<file path="src/rtl/serializer_param.sv">
// Parallel-to-serial burst shifter with variable burst length
// and a one-word holding buffer for gapless back-to-back bursts.
module serializer_param #(
    parameter int DATA_W    = 16,
    parameter int MOD_W     = $clog2(DATA_W),
    parameter int MIN_LEN   = 3,
    parameter bit MSB_FIRST = 1'b1
) (
    input  logic              clk_i,
    input  logic              arst_i,
    input  logic [DATA_W-1:0] data_i,
    input  logic [MOD_W-1:0]  data_mod_i,
    input  logic              data_val_i,
    output logic              ready_o,
    output logic              ser_data_o,
    output logic              ser_data_val_o,
    output logic              ser_last_o,
    output logic              busy_o
);

    localparam int CW = ($clog2(DATA_W + 1) > MOD_W + 1) ?
                        $clog2(DATA_W + 1) : MOD_W + 1;

    localparam logic [0:0] IDLE  = 1'b0;
    localparam logic [0:0] SHIFT = 1'b1;

    logic [0:0]        state;
    logic [DATA_W-1:0] shreg;
    logic [CW-1:0]     cnt;
    logic [DATA_W-1:0] buf_data;
    logic [CW-1:0]     buf_len;
    logic              buf_full;

    logic [CW-1:0]     in_len;
    logic              take;
    logic              load_in;
    logic              last;
    logic [DATA_W-1:0] shreg_nxt;
    logic              cur_bit;

    // Lengths above DATA_W (non power-of-two widths) clamp to a full word
    always_comb begin
        in_len = (data_mod_i == '0) ? CW'(DATA_W) : CW'(data_mod_i);
        if (in_len > CW'(DATA_W))
            in_len = CW'(DATA_W);
    end

    assign take    = data_val_i & ready_o;
    assign load_in = take & (in_len >= CW'(MIN_LEN));
    assign last    = (state == SHIFT) && (cnt == CW'(1));

    assign shreg_nxt = MSB_FIRST ? (shreg << 1) : (shreg >> 1);
    assign cur_bit   = MSB_FIRST ? shreg[DATA_W-1] : shreg[0];

    always_ff @(posedge clk_i or posedge arst_i) begin
        if (arst_i) begin
            state    <= IDLE;
            shreg    <= '0;
            cnt      <= '0;
            buf_data <= '0;
            buf_len  <= '0;
            buf_full <= 1'b0;
            ready_o  <= 1'b1;
        end else begin
            case (state)
                IDLE: begin
                    if (load_in) begin
                        shreg <= data_i;
                        cnt   <= in_len;
                        state <= SHIFT;
                    end
                end
                SHIFT: begin
                    if (last) begin
                        if (buf_full) begin
                            shreg    <= buf_data;
                            cnt      <= buf_len;
                            buf_full <= 1'b0;
                            ready_o  <= 1'b1;
                        end else if (load_in) begin
                            shreg <= data_i;
                            cnt   <= in_len;
                        end else begin
                            state <= IDLE;
                            cnt   <= '0;
                        end
                    end else begin
                        shreg <= shreg_nxt;
                        cnt   <= cnt - CW'(1);
                        if (load_in) begin
                            buf_data <= data_i;
                            buf_len  <= in_len;
                            buf_full <= 1'b1;
                            ready_o  <= 1'b0;
                        end
                    end
                end
                default: state <= IDLE;
            endcase
        end
    end

    assign ser_data_val_o = (state == SHIFT);
    assign ser_data_o     = ser_data_val_o & cur_bit;
    assign ser_last_o     = last;
    assign busy_o         = (state == SHIFT) | buf_full;

endmodule

</file>
<file path="config.mk">
export PLATFORM = sky130hd
export DESIGN_NAME = serializer_param
export DESIGN_NICKNAME = d
export VERILOG_FILES = /design/src/rtl/serializer_param.sv
export SDC_FILE = /design/constraint.sdc
export NUM_CORES = 1
export LEC_CHECK = 0
export CORE_UTILIZATION = 55
export DETAILED_ROUTE_END_ITERATION = 8
export DONT_BUFFER_PORTS = 1
export GPL_TIMING_DRIVEN = 0
export PLACE_DENSITY = 0.7
export SLEW_MARGIN = 20
export SYNTH_ARGS = -nofsm -noshare
export SYNTH_HDL_FRONTEND = slang
export SYNTH_SLANG_ARGS = --single-unit
</file>
<file path="constraint.sdc">
create_clock -name clk_i -period 4.44 [get_ports clk_i]
set_input_delay 0.888 -clock clk_i [delete_from_list [all_inputs] [get_ports clk_i]]
set_output_delay 0.888 -clock clk_i [all_outputs]
set_load 0.1 [all_outputs]
</file>
==> results.sh <==
export IMPL_n_antenna_cell=0
export IMPL_drive_above_1_share=0.217
export IMPL_area_delta_synth_final_pct=8.56
export IMPL_cts_tree="done"
export IMPL_vias=1732
export IMPL_stdcell_count=271
export IMPL_synth_warnings=0
export IMPL_dp_cells=263
export IMPL_cap_viol_max_count=0
export IMPL_swShare=0.409
export IMPL_postSynthAreaPerCell_sq_um=11.3
export IMPL_drc_errors=0
export IMPL_grt_pass1_wl_um=8600
export IMPL_synth_area_sq_mm=0.00237
export IMPL_path_cells="clkbuf_1 -> clkbuf_1 -> and2_1"
export IMPL_place_ws_ps=759
export IMPL_ys_ff_latch=45
export IMPL_critPathBufInv=2
export IMPL_drt_wl_total_um=5240
export IMPL_synth_cells=210
export IMPL_syn_num_nets=235
export IMPL_postCtsSetupRepairBufs=0
export IMPL_clock_sinks=45
export IMPL_grt_ovfl_total=0
export IMPL_vias_per_cell=6.39
export IMPL_fin_ws_ps=436
export IMPL_cp_slowest_cell="dfrtp_1"
export IMPL_rr_worst_depth=5
export IMPL_yosys_top_cells_area="dfrtp_1, mux2_2, mux2i_1"
export IMPL_comb_power_share=0.437
export IMPL_crit_cells=3
export IMPL_cp_required_ps=3550
export IMPL_power_share_sequential=0.429
export IMPL_ir_worst_vdd_v=0.000358
export IMPL_r2r_end="shreg[6]"
export IMPL_htreeDepth=2
export IMPL_fp_dieW_um=67.6
export IMPL_final_core_util=0.634
export IMPL_cp_startpoint="ser_data_val_o"
export IMPL_synth_edf_count=0
export IMPL_portBuffers=0
export IMPL_cp_arrival_ps=3120
export IMPL_yosysTopAreaCellShare=0.465
export IMPL_die_h_um=67.6
export IMPL_min_period_over_period=0.902
export IMPL_die_area_sq_mm=0.00457
export IMPL_fin_skew_ps=4.01
export IMPL_worstSkewPairLatency_ps=300
export IMPL_p_leak_nw=1.04
export IMPL_pwr_share_clk=0.135
export IMPL_reg2reg_slack_ps=2050
export IMPL_grt_use_total=0.256
export IMPL_start_util=0.584
export IMPL_clk_pin_slew_ps=80
export IMPL_slew_viol_final=0
export IMPL_startpoint_type="flip-flop"
export IMPL_first_pass_iters=4
export IMPL_hold_viol_final=0
export IMPL_dp_final_hpwl_um=3690
export IMPL_max_slew_margin_rel=0.260
export IMPL_crit_fanout=10
export IMPL_antenna_found_initial=0
export IMPL_clock_path_buffers=2
export IMPL_ant_nets=0
export IMPL_finalCriticalPeriod_ps=4000
export IMPL_power_density_mw_per_mm2=723
export IMPL_timing_rr_start="ready_o"
export IMPL_cts_resized=0
export IMPL_switchingPower_uw=761
export IMPL_core_sq_mm=0.00406
export IMPL_status="completed"
export IMPL_yosys_area_top_type="dfrtp_1"
export IMPL_ctsHoldBuffers=0
export IMPL_wl_per_cell_um=19.4
export IMPL_cp_common_cell="clkbuf_1"
export IMPL_place_gp_congestion=0.787
export IMPL_setup_tns_ps=0
export IMPL_crit_family="flip-flops"
export IMPL_num_rows=23
export IMPL_p_int_mw=1.10
export IMPL_drtIter0Drc=117
export IMPL_synth_seq_area_share=0.476
export IMPL_synth_cell_types=44
export IMPL_cpPeakStageDelay_ps=1080
export IMPL_synthArstFlopShare=1.00
export IMPL_worst_slew_pin_slew_ps=1110
export IMPL_worst_setup_path_end_kind="primary output"
export IMPL_grt_max_degree=28
export IMPL_hp_class="input port to async pin"
export IMPL_cts_made_buffers=5
export IMPL_fmax_ghz=0.250
export IMPL_rsz0062_at_grt="false"
export IMPL_grt_pass1_vias=1823
export IMPL_synth_flop_cell="dfrtp_1"
export IMPL_cts_root_buf="clkbuf_8"
export IMPL_path_class="flip-flop to primary output"
export IMPL_nets=245
export IMPL_io_pins=28
export IMPL_setup_violations=0
per-layer routing:
layer | track usage | share of wire | wire (um) | vias to the layer above
li1 | - | - | - | 800
met1 | 0.319 | 0.43 | 2260 | 889
met2 | 0.431 | 0.52 | 2730 | 38
met3 | 0.0524 | 0.038 | 200 | 5
met4 | 0.0957 | 0.010 | 53 | 0
met5 | 0 | 0 | 0 | -
logic make-up after synthesis:
kind of cell	count (synthesis)	synth area share
multiplexers	36	0.163
AO/OA/AOI/OAI	54	0.164
XOR/XNOR	2	0.00740
buffers and inverters	20	0.0433
flip-flops	45	0.476
AND/OR/NAND/NOR	51	0.135
adder cells (fa/ha/maj)	2	0.0106
registers in the layout, indices dropped and copies added, names as in the netlist:
register,flops
buf_len,5
cnt,5
buf_data,16
ready_o,1
shreg,16
ser_data_val_o,1
buf_full,1
metrics by stage:
step	hold slack [ps]	power (mW)	instance area, sq um
finish	454	1.86	2570
detailed placement	476	1.61	2480
global route	483	1.99	2570
floorplan	444	1.43	2370
CTS	465	1.87	2570
global placement	469	1.56	2430
how the worst max path moves through the flow:
stage	to	slack, ps
after floorplan	ser_last_o	1000
after global placement	ser_data_o	780
after detailed placement	ser_data_o	760
after CTS	ser_data_o	420
after global routing	ser_data_o	310
final	ser_data_o	440
Yosys cell counts (4+ instances only):
library cell,n
mux2_2,21
nand3b_1,15
a22oi_1,15
clkbuf_1,8
buf_2,4
dfrtp_1,44
nand2_1,9
o21ai_0,17
nor2_1,7
mux2i_1,15
inv_1,4
cell type report:
| type | instances | area, sq um |
|---|---|---|
| Timing Repair Buffer | 3 | 51.3 |
| Clock buffer | 5 | 68.8 |
| Multi-Input combinational cell | 145 | 1140 |
| Inverter | 4 | 15.0 |
| Fill cell | 326 | 1490 |
| Clock inverter | 3 | 17.5 |
| Buffer | 16 | 87.6 |
| Tap cell | 50 | 62.6 |
| Sequential cell | 45 | 1130 |
layout by cell type, fill, tap and decap left out, types with 2 or more instances in the layout:
cell and instances:
and3_1 3, buf_6 2, nand2_1 9, mux2_2 21, nand3b_1 15, dfrtp_1 44, nand3_1 3, and2_1 3
clkbuf_8 5, o31ai_1 3, buf_2 4, nand2b_1 3, clkbuf_1 8, a21oi_1 3, buf_4 2, clkinv_2 2
a22oi_1 15, inv_1 3, ha_1 2, a221o_2 2, mux2i_1 15, o21ai_0 17, a32oi_1 2, nor2_1 6
or2_2 2
power groups by stage:
stage	clock network [mW]	registers [mW]	logic [mW]
finish	0.251	0.797	0.812
CTS	0.257	0.794	0.816
detailed placement	0	0.801	0.813
floorplan	0	0.758	0.669
global placement	0	0.788	0.768
global route	0.274	0.816	0.898
worst reg2reg max path: cells and delay by family, from the launching register on:
family | cells | cell delay [ps]
mux | 1 | 240
flops | 1 | 910
buf+inv | 1 | 360
simple gates | 1 | 260
compound gates | 2 | 480
Note: power is estimated with default switching activity, not from simulation.
==> RTL edit (same flow settings) <==
Set the parameter `DATA_W` to 32 (it was 16).
--- a/src/rtl/serializer_param.sv
+++ b/src/rtl/serializer_param.sv
@@ -1,7 +1,7 @@
 // Parallel-to-serial burst shifter with variable burst length
 // and a one-word holding buffer for gapless back-to-back bursts.
 module serializer_param #(
-    parameter int DATA_W    = 16,
+    parameter int DATA_W    = 32,
     parameter int MOD_W     = $clog2(DATA_W),
     parameter int MIN_LEN   = 3,
     parameter bit MSB_FIRST = 1'b1
Interface: changed (resized data_i and data_mod_i); port bits go from 28 to 45. No check against the original RTL was run, so the function may have changed too.
==> RTL edit against the unedited design <==
  * Sequential power shrank 9.8%
  * Area after synthesis rose by 59%
  * Count of clock-buffer cells in the layout increased by 4
  * Setup slack lost 0.20 ns
  * Final area rose by 62%
  * Cell count up 49%
  * Wire length up 56%
  * Register-to-register slack got worse by 0.48 ns
  * Non-clock buffer count increased by 7
  * First-iteration DRC count rose by 77%
  * Critical path depth increased by 1
  * Via count is 53% higher
  * Power shrank 25%
  * Sequential cell count grew 34
  * Critical endpoint is now busy_o
  * Largest cell class is now sequential cells
  * Highest routed layer unchanged
==> RTL edit: results (changes against the unedited design) <==
----------------------------------------------------
[Outcome]
  Outcome ... complete, no violations

[STA]
  Worst hold slack ... 0.3907 ns (-0.06361 ns)
  Relative slew slack ... 29.36% (+3.3 points)

[Finish]
  Share of cells above drive strength 1 ... 23.62% (+1.9 points)
  Filler cell count in the final layout ... 507 (+56%)
  Largest regs ... buf_data (32), shreg (32)
  Net count of the finished layout ... 363 (+48%)

[Detailed routing]
  Initial DRC Count ... 207 (+77%)
  Met2 routed WL ... 3824 um (+40%)
  Metal-1 WL ... 3716 um (+65%)
  Wire per inst ... 20.26 um (+4.7%)
  First-pass iteration count of the detailed router ... 6 (+2)

[Logic synthesis]
  Net Count, Synth ... 349 (+49%)
  Distinct cell type count of the synthesized netlist ... 48 (+9.1%)

[Place]
  Detailed placement HPWL ... 5462 um (+48%)
  Cell area reported after detailed placement ... 0.003921 mm^2 (+58%)
  Routability-driven placement congestion ratio ... 0.8559 (+8.7%)

[Setup path]
  Destination of the worst register-to-register timing path ... shreg[23]$_DFF_PP0_
  Slack of the worst reg-to-reg path ... 1.57 ns (-0.48 ns)
  Cells on worst reg2reg path ... 4 (-1)

[Global routing]
  Via count of the first global-routing pass ... 2713 (+49%)
  Maximum number of pins on one net before global-route repair ... 50 (+79%)

[CTS]
  CTS HTree Levels ... 3 (+1)
  Number of buffers created by CTS ... 9 (+4)

[Power]
  Cell leakage power ... 1.824 nW (+76%)
  Worst VDD drop ... 214.6 uV (-40%)

----------------------------------------------------
-- RTL edit: cell count changes after synthesis, sizes merged, moves of 3 or more --
cell	delta
a22oi	+16
mux2i	+19
o31ai	-3
mux2	+17
buf	+4
nand2	-4
o21ai	-14
a221o	-3
clkbuf	+3
o22ai	+31
nor2	-3
nand3b	-15
dfrtp	+34
nor3	+6
-- RTL edit: through the flow --
stage                     instances  power, mW  worst slack, ns
after global placement          384     0.7512           0.2251
final                           403      1.401           0.2327
after detailed placement        387     0.7542           0.6412
after floorplan                 307     0.7469           0.5600
after global routing            403      1.451          0.06024
after CTS                       403      1.411           0.2409
-- RTL edit: report_power, final --
group | total, mW | internal, mW | switching (mW)
Sequential | 0.719 | 0.719 | 0
Clock | 0.662 | 0.380 | 0.282
Combinational | 0.0198 | 0.00505 | 0.0148
-- RTL edit: area by class of cell --
| cell class | instances | area (um^2) | share of cell area (%) |
|---|---|---|---|
| buffer | 23 | 106.4 | 2.550 |
| clock buffer | 9 | 123.9 | 2.970 |
| clock inverter | 7 | 125.1 | 3.000 |
| inverter | 7 | 28.78 | 0.6901 |
| multi-input combinational | 198 | 1653 | 39.63 |
| sequential | 79 | 1978 | 47.43 |
| tap | 77 | 96.34 | 2.310 |
| timing repair buffer | 3 | 58.81 | 1.410 |
-- RTL edit: how the worst max path moves through the flow --
stage / startpoint / end / cells past startpoint
floorplan: ser_data_val_o$_DFF_PP0_ / ser_last_o / 3
global route: ser_data_val_o$_DFF_PP0_ / busy_o / 4
CTS: ser_data_val_o$_DFF_PP0_ / busy_o / 4
finish: ser_data_val_o$_DFF_PP0_ / busy_o / 4
detailed placement: ser_data_val_o$_DFF_PP0_ / busy_o / 4
global placement: ser_data_val_o$_DFF_PP0_ / ser_last_o / 3
-- RTL edit: per-layer routing --
metal,vias to the layer above,GRT usage (%)
li1,1218,-
met4,0,8.166
met5,-,0
met1,1337,35.48
met3,12,6.883
met2,76,36.36
-- RTL edit: logic make-up (layout without fill, tap and decap cells) --
logic type | Yosys count | after routing | share of synthesized area [%]
compound gates | 87 | 87 | 16.27
fa+ha+maj | 2 | 2 | 0.6652
flops | 79 | 79 | 52.59
mux | 72 | 72 | 20.43
xor+xnor | 1 | 1 | 0.2329
simple gates | 36 | 36 | 6.288
buf+inv | 30 | 49 | 3.526
-- RTL edit: critical path, cell delays in order, from the launching register on --
cell and delay (ns):
dfrtp_1 1.05, clkinv_1 0.51, clkbuf_1 0.35, buf_1 0.31, nand2_1 0.74
